## config.mk

```make
export PLATFORM = sky130hd
export DESIGN_NAME = lock_state_manager_p
export DESIGN_NICKNAME = d
export VERILOG_FILES = /design/src/rtl/lock_pkg.sv /design/src/rtl/lock_state_manager_p_rise_detect.sv /design/src/rtl/lock_state_manager_p.sv
export SDC_FILE = /design/constraint.sdc
export NUM_CORES = 1
export LEC_CHECK = 0
export ABC_AREA = 1
export BUFFER_PORTS_ARGS = -buffer_cell sky130_fd_sc_hd__buf_2
export CAP_MARGIN = 20
export CELL_PAD_IN_SITES_DETAIL_PLACEMENT = 0
export CELL_PAD_IN_SITES_GLOBAL_PLACEMENT = 1
export CORE_MARGIN = 2
export CORE_UTILIZATION = 43
export CTS_BUF_LIST = sky130_fd_sc_hd__clkbuf_8
export DETAILED_ROUTE_END_ITERATION = 12
export HOLD_SLACK_MARGIN = 0.12
export PLACE_DENSITY = 0.9
export REMOVE_ABC_BUFFERS = 1
export SKIP_CTS_REPAIR_TIMING = 1
export SLEW_MARGIN = 20
export SYNTH_ARGS = -nofsm -noshare
export SYNTH_HDL_FRONTEND = slang
export SYNTH_SLANG_ARGS = --single-unit
```

## constraint.sdc

```tcl
create_clock -name clk -period 2.2 [get_ports clk]
set_input_delay 0.11 -clock clk [delete_from_list [all_inputs] [get_ports clk]]
set_output_delay 0.11 -clock clk [all_outputs]
set_load 0.01 [all_outputs]
```

## src/rtl/lock_pkg.sv

```systemverilog
// Shared definitions for the keypad-lock state manager: state encoding,
// state type and the width helpers used to size the counter outputs.
// Optional build macro: AUTO_RELOCK_EN (timed OPEN relock, see top module).
package lock_pkg;

  localparam logic [2:0] ST_OFF    = 3'b000;
  localparam logic [2:0] ST_ON     = 3'b001;
  localparam logic [2:0] ST_WRONG  = 3'b010;
  localparam logic [2:0] ST_OPEN   = 3'b100;
  localparam logic [2:0] ST_REKEY  = 3'b101;
  localparam logic [2:0] ST_LOCKED = 3'b111;

  typedef enum logic [2:0] {
    S_OFF    = ST_OFF,
    S_ON     = ST_ON,
    S_WRONG  = ST_WRONG,
    S_OPEN   = ST_OPEN,
    S_REKEY  = ST_REKEY,
    S_LOCKED = ST_LOCKED
  } state_t;

  // Bits needed to hold values 0..max_value (never less than one bit).
  function automatic int width_for(input int max_value);
    return (max_value < 1) ? 1 : $clog2(max_value + 1);
  endfunction

  function automatic int max_of(input int a, input int b);
    return (a > b) ? a : b;
  endfunction

endpackage

```

## src/rtl/lock_state_manager_p_rise_detect.sv

```systemverilog
// Single-bit registered rising-edge detector. The history register resets
// to 1 so a level already high when reset releases is not seen as an edge.
module rise_detect (
  input  logic clk,
  input  logic reset,
  input  logic level,
  output logic rise
);

  logic level_q;

  // Remember last cycle's level.
  always_ff @(posedge clk or posedge reset) begin
    if (reset) level_q <= 1'b1;
    else       level_q <= level;
  end

  assign rise = level & ~level_q;

endmodule

```

## src/rtl/lock_state_manager_p.sv

```systemverilog
// Keypad door-lock state manager: power / code entry / open / rekey /
// brute-force lockout. The wrong-code count survives power-off so cycling
// power cannot reset the lockout budget; only a served lockout or clear does.
// Optional build macro: AUTO_RELOCK_EN -- OPEN relocks after OPEN_CYCLES
// cycles, reusing the lock_remaining register as the OPEN dwell timer.
//
// state  | meaning
// OFF    | lock unpowered (or just cleared / lockout served)
// ON     | powered, waiting for a code
// WRONG  | powered, at least one wrong code entered
// OPEN   | correct code accepted, door released
// REKEY  | waiting for a valid new code
// LOCKED | too many wrong codes; timed lockout, inputs ignored
module lock_state_manager_p
  import lock_pkg::*;
#(
  parameter int MAX_TRIES   = 3,
  parameter int LOCK_CYCLES = 100,
  parameter int OPEN_CYCLES = 1000
) (
  input  logic                                                  clk,
  input  logic                                                  reset,
  input  logic                                                  power_on,
  input  logic                                                  star_pressed,
  input  logic                                                  rekey_req,
  input  logic                                                  code_ok,
  input  logic                                                  clear,
  output logic [2:0]                                            state,
  output logic [width_for(MAX_TRIES)-1:0]                       fail_count,
  output logic [width_for(max_of(LOCK_CYCLES, OPEN_CYCLES))-1:0] lock_remaining,
  output logic                                                  unlock_pulse,
  output logic                                                  rekey_done
);

  localparam int FCW = width_for(MAX_TRIES);
  localparam int TW  = width_for(max_of(LOCK_CYCLES, OPEN_CYCLES));

  localparam logic [FCW-1:0] MAX_FC    = FCW'(MAX_TRIES);
  localparam logic [TW-1:0]  LOCK_LOAD = TW'(LOCK_CYCLES - 1);
`ifdef AUTO_RELOCK_EN
  localparam logic [TW-1:0]  OPEN_LOAD = TW'(OPEN_CYCLES - 1);
`endif

  state_t         state_q;
  logic           star_rise;
  logic           rekey_rise;
  logic [FCW-1:0] fc_inc;

  rise_detect u_star_rise (
    .clk   (clk),
    .reset (reset),
    .level (star_pressed),
    .rise  (star_rise)
  );

  rise_detect u_rekey_rise (
    .clk   (clk),
    .reset (reset),
    .level (rekey_req),
    .rise  (rekey_rise)
  );

  // fail_count is below MAX_TRIES whenever a wrong code can be counted,
  // so the increment never overflows FCW.
  assign fc_inc = fail_count + FCW'(1);

  assign state = state_q;

  // Main FSM with fail counter, shared lock/open timer and output pulses.
  always_ff @(posedge clk or posedge reset) begin
    if (reset) begin
      state_q        <= S_OFF;
      fail_count     <= '0;
      lock_remaining <= '0;
      unlock_pulse   <= 1'b0;
      rekey_done     <= 1'b0;
    end else begin
      unlock_pulse <= 1'b0;
      rekey_done   <= 1'b0;

      if (clear) begin
        state_q        <= S_OFF;
        fail_count     <= '0;
        lock_remaining <= '0;
      end else begin
        case (state_q)
          S_OFF: begin
            lock_remaining <= '0;
            if (power_on) state_q <= S_ON;
          end

          S_ON, S_WRONG: begin
            lock_remaining <= '0;
            if (!power_on) begin
              state_q <= S_OFF;
            end else if (star_rise) begin
              if (code_ok) begin
                state_q      <= S_OPEN;
                fail_count   <= '0;
                unlock_pulse <= 1'b1;
`ifdef AUTO_RELOCK_EN
                lock_remaining <= OPEN_LOAD;
`endif
              end else if (fc_inc >= MAX_FC) begin
                state_q        <= S_LOCKED;
                fail_count     <= MAX_FC;
                lock_remaining <= LOCK_LOAD;
              end else begin
                state_q    <= S_WRONG;
                fail_count <= fc_inc;
              end
            end
          end

          S_LOCKED: begin
            if (lock_remaining == '0) begin
              state_q    <= S_OFF;
              fail_count <= '0;
            end else begin
              lock_remaining <= lock_remaining - TW'(1);
            end
          end

          S_OPEN: begin
            if (!power_on) begin
              state_q        <= S_OFF;
              lock_remaining <= '0;
            end else if (rekey_rise) begin
              state_q        <= S_REKEY;
              lock_remaining <= '0;
            end else begin
`ifdef AUTO_RELOCK_EN
              if (lock_remaining == '0) state_q <= S_ON;
              else                      lock_remaining <= lock_remaining - TW'(1);
`else
              lock_remaining <= '0;
`endif
            end
          end

          S_REKEY: begin
            lock_remaining <= '0;
            if (!power_on) begin
              state_q <= S_OFF;
            end else if (star_rise && code_ok) begin
              state_q    <= S_OFF;
              rekey_done <= 1'b1;
            end
          end

          default: begin
            state_q        <= S_OFF;
            lock_remaining <= '0;
          end
        endcase
      end
    end
  end

endmodule

```

; ---- After elaboration in Yosys (flattened, before gate mapping)
; Index checks and enable logic that the tools add are counted.
[classes]
add_sub_neg = 2
multipliers = 0
n_div = 0
order_cmp = 1
eq_ne = 13
shift = 0
mux = 35
bitwise = 4
n_reduce_logical = 7
[ops]
columns = cell, count
row1 = $mux 3, 11
row2 = $mux 7, 4
row3 = $mux 10, 2
row4 = $pmux 10 s2, 1
row5 = $ne 3x3->1 const B, 5
row6 = $pmux 3 s5, 1
row7 = $mux 2, 6
row8 = $ne 4x4->1 const B, 3
row9 = $logic_not 10->1, 1
row10 = $sub 10x1->10 const B, 1
row11 = $eq 3x3->1 const B, 3
row12 = $mux 1, 9
row13 = $reduce_and 5->1, 1
row14 = $pmux 2 s2, 1
row15 = $reduce_and 4->1, 1
row16 = $eq 3x1->1 const B, 1
row17 = $eq 3x2->1 const B, 1
row18 = $logic_not 3->1, 1
row19 = $reduce_bool 3->1, 1
row20 = $add 2x1->2 const B, 1
row21 = $and 1x1->1, 2
row22 = $ge 2x2->1 const B, 1
row23 = $not 1->1, 2
row24 = $reduce_or 2->1, 1
row25 = $logic_and 1x1->1, 1
[word_totals]
regBits = 19
latchBits = 0
ram_bits = 0
mem_bits_ro = 0
inputBits = 7
out_inout_bits = 17
wordCells = 69
n_memories = 0

; ---- Longest topological paths before layout
[logic_depth]
depth_word = 8
depth_mapped = 9
mapped_depth_nobuf = 9

; ---- Modules after synthesis
; From an unflattened synthesis, not the netlist that was laid out.
[hier_totals]
cells_unflattened = 156
hier_area_um2 = 1174.9
[by_module_without_submodules]
columns = mod, n_inst, cells_each, area_per_inst_um2, seq_area_each_um2
row1 = lock_state_manager_p, 1, 148, 1094.8, 425.4
row2 = rise_detect, 2, 4, 40.0, 26.3

; ---- Least setup slack after synthesis
; Ideal clock, no wire load.
[synth_timing]
path_type = reg2reg
startpoint = register lock_remaining[0]
endpoint = register state_q[1], in the netlist state[1]
setup_ps = 118
t_arrival_ps = 1390
required_ps = 2082
path_slack_ps = 693
stages_incl_launch_ff = 10
n_path_buf = 0
period_less_slack_ps = 1507
cell_sequence = dfrtp_1 -> inv_1 -> ha_1 -> nand2_1 -> nor2_2 -> nand3_1 -> a21oi_2 -> nand2_2 -> nand2_1 -> nand2_1
[synth_between]
elab_chain_cells = 3
[synth_lines]
columns = item, line_no
row1 = start: declaration, lock_state_manager_p.sv:30  ; output logic [width_for(max_of(LOCK_CYCLES, OPEN_CYCLES))-1:0] lock_remaining,
row2 = start signal: assignment, lock_state_manager_p.sv:120  ; lock_remaining <= lock_remaining - TW'(1);
row3 = $logic_not 10->1, lock_state_manager_p.sv:116  ; if (lock_remaining == '0) begin
row4 = $ne 3x3->1 (no line), n/a
row5 = $reduce_and 5->1 (no line), n/a
row6 = end signal: assignment, lock_state_manager_p.sv:117  ; state_q <= S_OFF;
row7 = end signal: assignment, lock_state_manager_p.sv:126  ; state_q <= S_OFF;
row8 = end signal: assignment, lock_state_manager_p.sv:129  ; state_q <= S_REKEY;
row9 = end: declaration, lock_state_manager_p.sv:44  ; state_t state_q;
; No other way between the ends.
; A chain may end at the register's enable or synchronous reset.

; ---- Final worst setup path
[layout_timing]
startpoint = register lock_remaining[0]
endpoint = register state_q[0], in the netlist state[0]
; Same word-level chain as after synthesis.

==> flow_metrics.env <==
export IMPL_final_common_cell="nand2_1"
export IMPL_die_y_um=56.0
export IMPL_ys_ff_latch=19
export IMPL_fin_worst_skew_ps=5.51
export IMPL_gr_total_overflow=0
export IMPL_end_kind="flop"
export IMPL_fin_cells=219
export IMPL_row_count=18
export IMPL_nFillCells=256
export IMPL_area_growth_synth_to_final_pct=19.1
export IMPL_routedWlPerCell_um=12.1
export IMPL_peakVddDrop_mv=0.377
export IMPL_cap_violations=0
export IMPL_min_path_cells=3
export IMPL_drt_antenna_violating_nets=0
export IMPL_gp_congestion=0.837
export IMPL_critPathMaxFanout=4
export IMPL_grt_pass1_wl_um=4530
export IMPL_cts_tree="yes"
export IMPL_crit_slowest_cell="dfrtp_1"
export IMPL_gr_usage_all_layers_pct=18.0
export IMPL_cts_sinks=19
export IMPL_placed_cells=212
export IMPL_worstSetupStartpointType="flop"
export IMPL_cp_num_buf_inv=1
export IMPL_route_detailed_drc=0
export IMPL_cp_data_arrival_time_ps=1830
export IMPL_synth_fa_ha_area_share_pct=2.15
export IMPL_ys_seq_area_share_pct=41.0
export IMPL_initial_utilization_pct=46.2
export IMPL_clk_pin_slew_ps=70
export IMPL_drt_first_pass_iters=4
export IMPL_fin_area_um2=1390
export IMPL_grt_pass1_vias=1060
export IMPL_reg2reg_depth=9
export IMPL_synthesis_area_um2=1160
export IMPL_hp_class="in -> reg"
export IMPL_dieArea_um2=3140
export IMPL_worstSkewPairLatency_ps=250
export IMPL_rsz0062_at_grt="no"
export IMPL_viasPerCell=5.05
export IMPL_required_ps=2340
export IMPL_grt_max_degree=20
export IMPL_dp_slack_ps=541
export IMPL_ctsLongestPathBuffers=2
export IMPL_wirelength_um=2650
export IMPL_yosys_area_top_type="dfrtp_1"
export IMPL_power_leakage_nw=0.781
export IMPL_max_freq_mhz=593
export IMPL_outcome="finished clean"
export IMPL_cp_common_cell="nand2_1"
export IMPL_max_slew_margin_pct=49.8
export IMPL_nNetsFinal=199
export IMPL_hold_viol=0
export IMPL_finalMaxSlewViolations=0
export IMPL_drive_gt1_share_pct=24.3
export IMPL_cts_made_buffers=3
export IMPL_fin_crit_sh_pct=76.7
export IMPL_routed_via_count=1107
export IMPL_synth_compound_area_share_pct=10.2
export IMPL_final_cell_mix="35 x nand2_1, 26 x inv_1, 23 x buf_2"
export IMPL_synth_top_family_by_area="simple AND/OR/NAND/NOR gates"
export IMPL_drt_iter0_drc=18
export IMPL_synthSimpleGateAreaFrac_pct=36.4
export IMPL_cts_root_buffer="clkbuf_8"
export IMPL_die_x_um=56.0
export IMPL_crit_chain="inv_1 > ha_1 > nand2_1 > nor2_2 > nand3_1 > a21oi_2 > nand2_2 > nand2_1 > nand2_1"
export IMPL_place_area_um2=1310
export IMPL_worstSetupPathType="reg -> reg"
export IMPL_cts_htree_levels=1
export IMPL_worstMarginPinSlew_ps=752
export IMPL_dp_hpwl_um=2070
export IMPL_power_density_nw_per_um2=671
export IMPL_finalSetupViolCount=0
export IMPL_muxShareOfSynthArea_pct=0
export IMPL_fin_ws_ps=513
export IMPL_critical_path_top_delay_family="simple AND/OR/NAND/NOR gates"
export IMPL_synth_area_leaders="dfrtp_1 37%, nand2_1 11%, inv_1 8.1%, nand3_1 5.6%, nor2_1 5.5%"
export IMPL_worst_path_stages=9
export IMPL_syn_area_per_cell_um2=7.28
export IMPL_num_antenna_cells=0
export IMPL_synthXorXnorAreaFrac_pct=0.752
export IMPL_ys_warn_count=0
export IMPL_synth_top_area_share_pct=36.5
export IMPL_port_buffers=23
export IMPL_utilization_pct=55.0
export IMPL_ys_types=25
export IMPL_antenna_found_initial=0
export IMPL_min_period_ps=1690
export IMPL_synthCells=160
export IMPL_fin_tns_setup_ps=0
export IMPL_io_pins=24
export IMPL_max_stage_delay_ps=410
export IMPL_core_area_um2=2520
through the flow:
step                      power (mW)  hold WS, ps
after floorplan                0.619         59.6
after global placement         0.691          226
after detailed placement       0.699          227
after CTS                      0.940        -39.9
after global routing            1.00          208
final                          0.931          189
worst register-to-register path, cell delays in order, from the launching register on:
cell and delay (ps):
dfrtp_1 410, inv_1 90, ha_1 190, nand2_1 100
nor2_2 130, nand3_1 190, a21oi_2 270, nand2_2 90
nand2_1 70, nand2_1 50
layout make-up:
cell class	count	area, um^2	area share (%)
Clock buffer	3	41.3	2.98
Clock inverter	1	3.75	0.271
Inverter	28	105	7.57
Multi-Input combinational cell	112	577	41.6
Sequential cell	19	478	34.4
Tap cell	30	37.5	2.71
Timing Repair Buffer	26	145	10.5
cell usage after synthesis, drive strengths merged:
library cell	n
nor2	22
and3	1
dfrtp	17
o21ai	9
inv	28
nand3b	2
o211ai	2
nor3	5
ha	2
nor4	1
nand2	39
dfstp	2
xnor2	1
nand3	16
or2	1
a21oi	11
buf	1
flip-flops by register name, indices dropped and copies added (netlist names):
name                  count
state                     3
lock_remaining           10
unlock_pulse              1
fail_count                2
u_star_rise.level_q       1
rekey_done                1
u_rekey_rise.level_q      1
per-layer routing:
metal | up-vias | part of all wire (%) | GRT usage (%)
met5 | - | 0 | 0
met2 | 12 | 55 | 32.6
li1 | 566 | - | -
met4 | 0 | 0.49 | 7.14
met1 | 527 | 42 | 21.5
met3 | 2 | 2.1 | 2.09
final timing paths:
path,from,end,slack [ps]
worst max register to register,lock_remaining[0],state[0],510
worst max-delay path,lock_remaining[0],state[0],510
max in group asynchronous,reset,state[1],1180
worst min-delay path,code_ok,unlock_pulse,190
min in group asynchronous,reset,fail_count[1],540
worst min register to register,fail_count[1],fail_count[1],530
where the power goes:
part | total [mW] | leakage (nW) | internal (mW) | switching [mW]
logic | 0.273 | 0.498 | 0.103 | 0.171
clock network | 0.237 | 0.0269 | 0.124 | 0.113
registers | 0.421 | 0.256 | 0.377 | 0.0442
total | 0.931 | 0.781 | 0.604 | 0.328
cell families (layout without fill, tap and decap cells):
| family | after synthesis | in the layout |
|---|---|---|
| and+or+nand+nor | 87 | 87 |
| adders and majority gates | 2 | 2 |
| xor gates and xnor gates | 1 | 1 |
| DFF | 19 | 19 |
| buffers and inverters | 29 | 58 |
| AOI/OAI and AO/OA | 22 | 22 |
(Power assumes the default switching activity.)
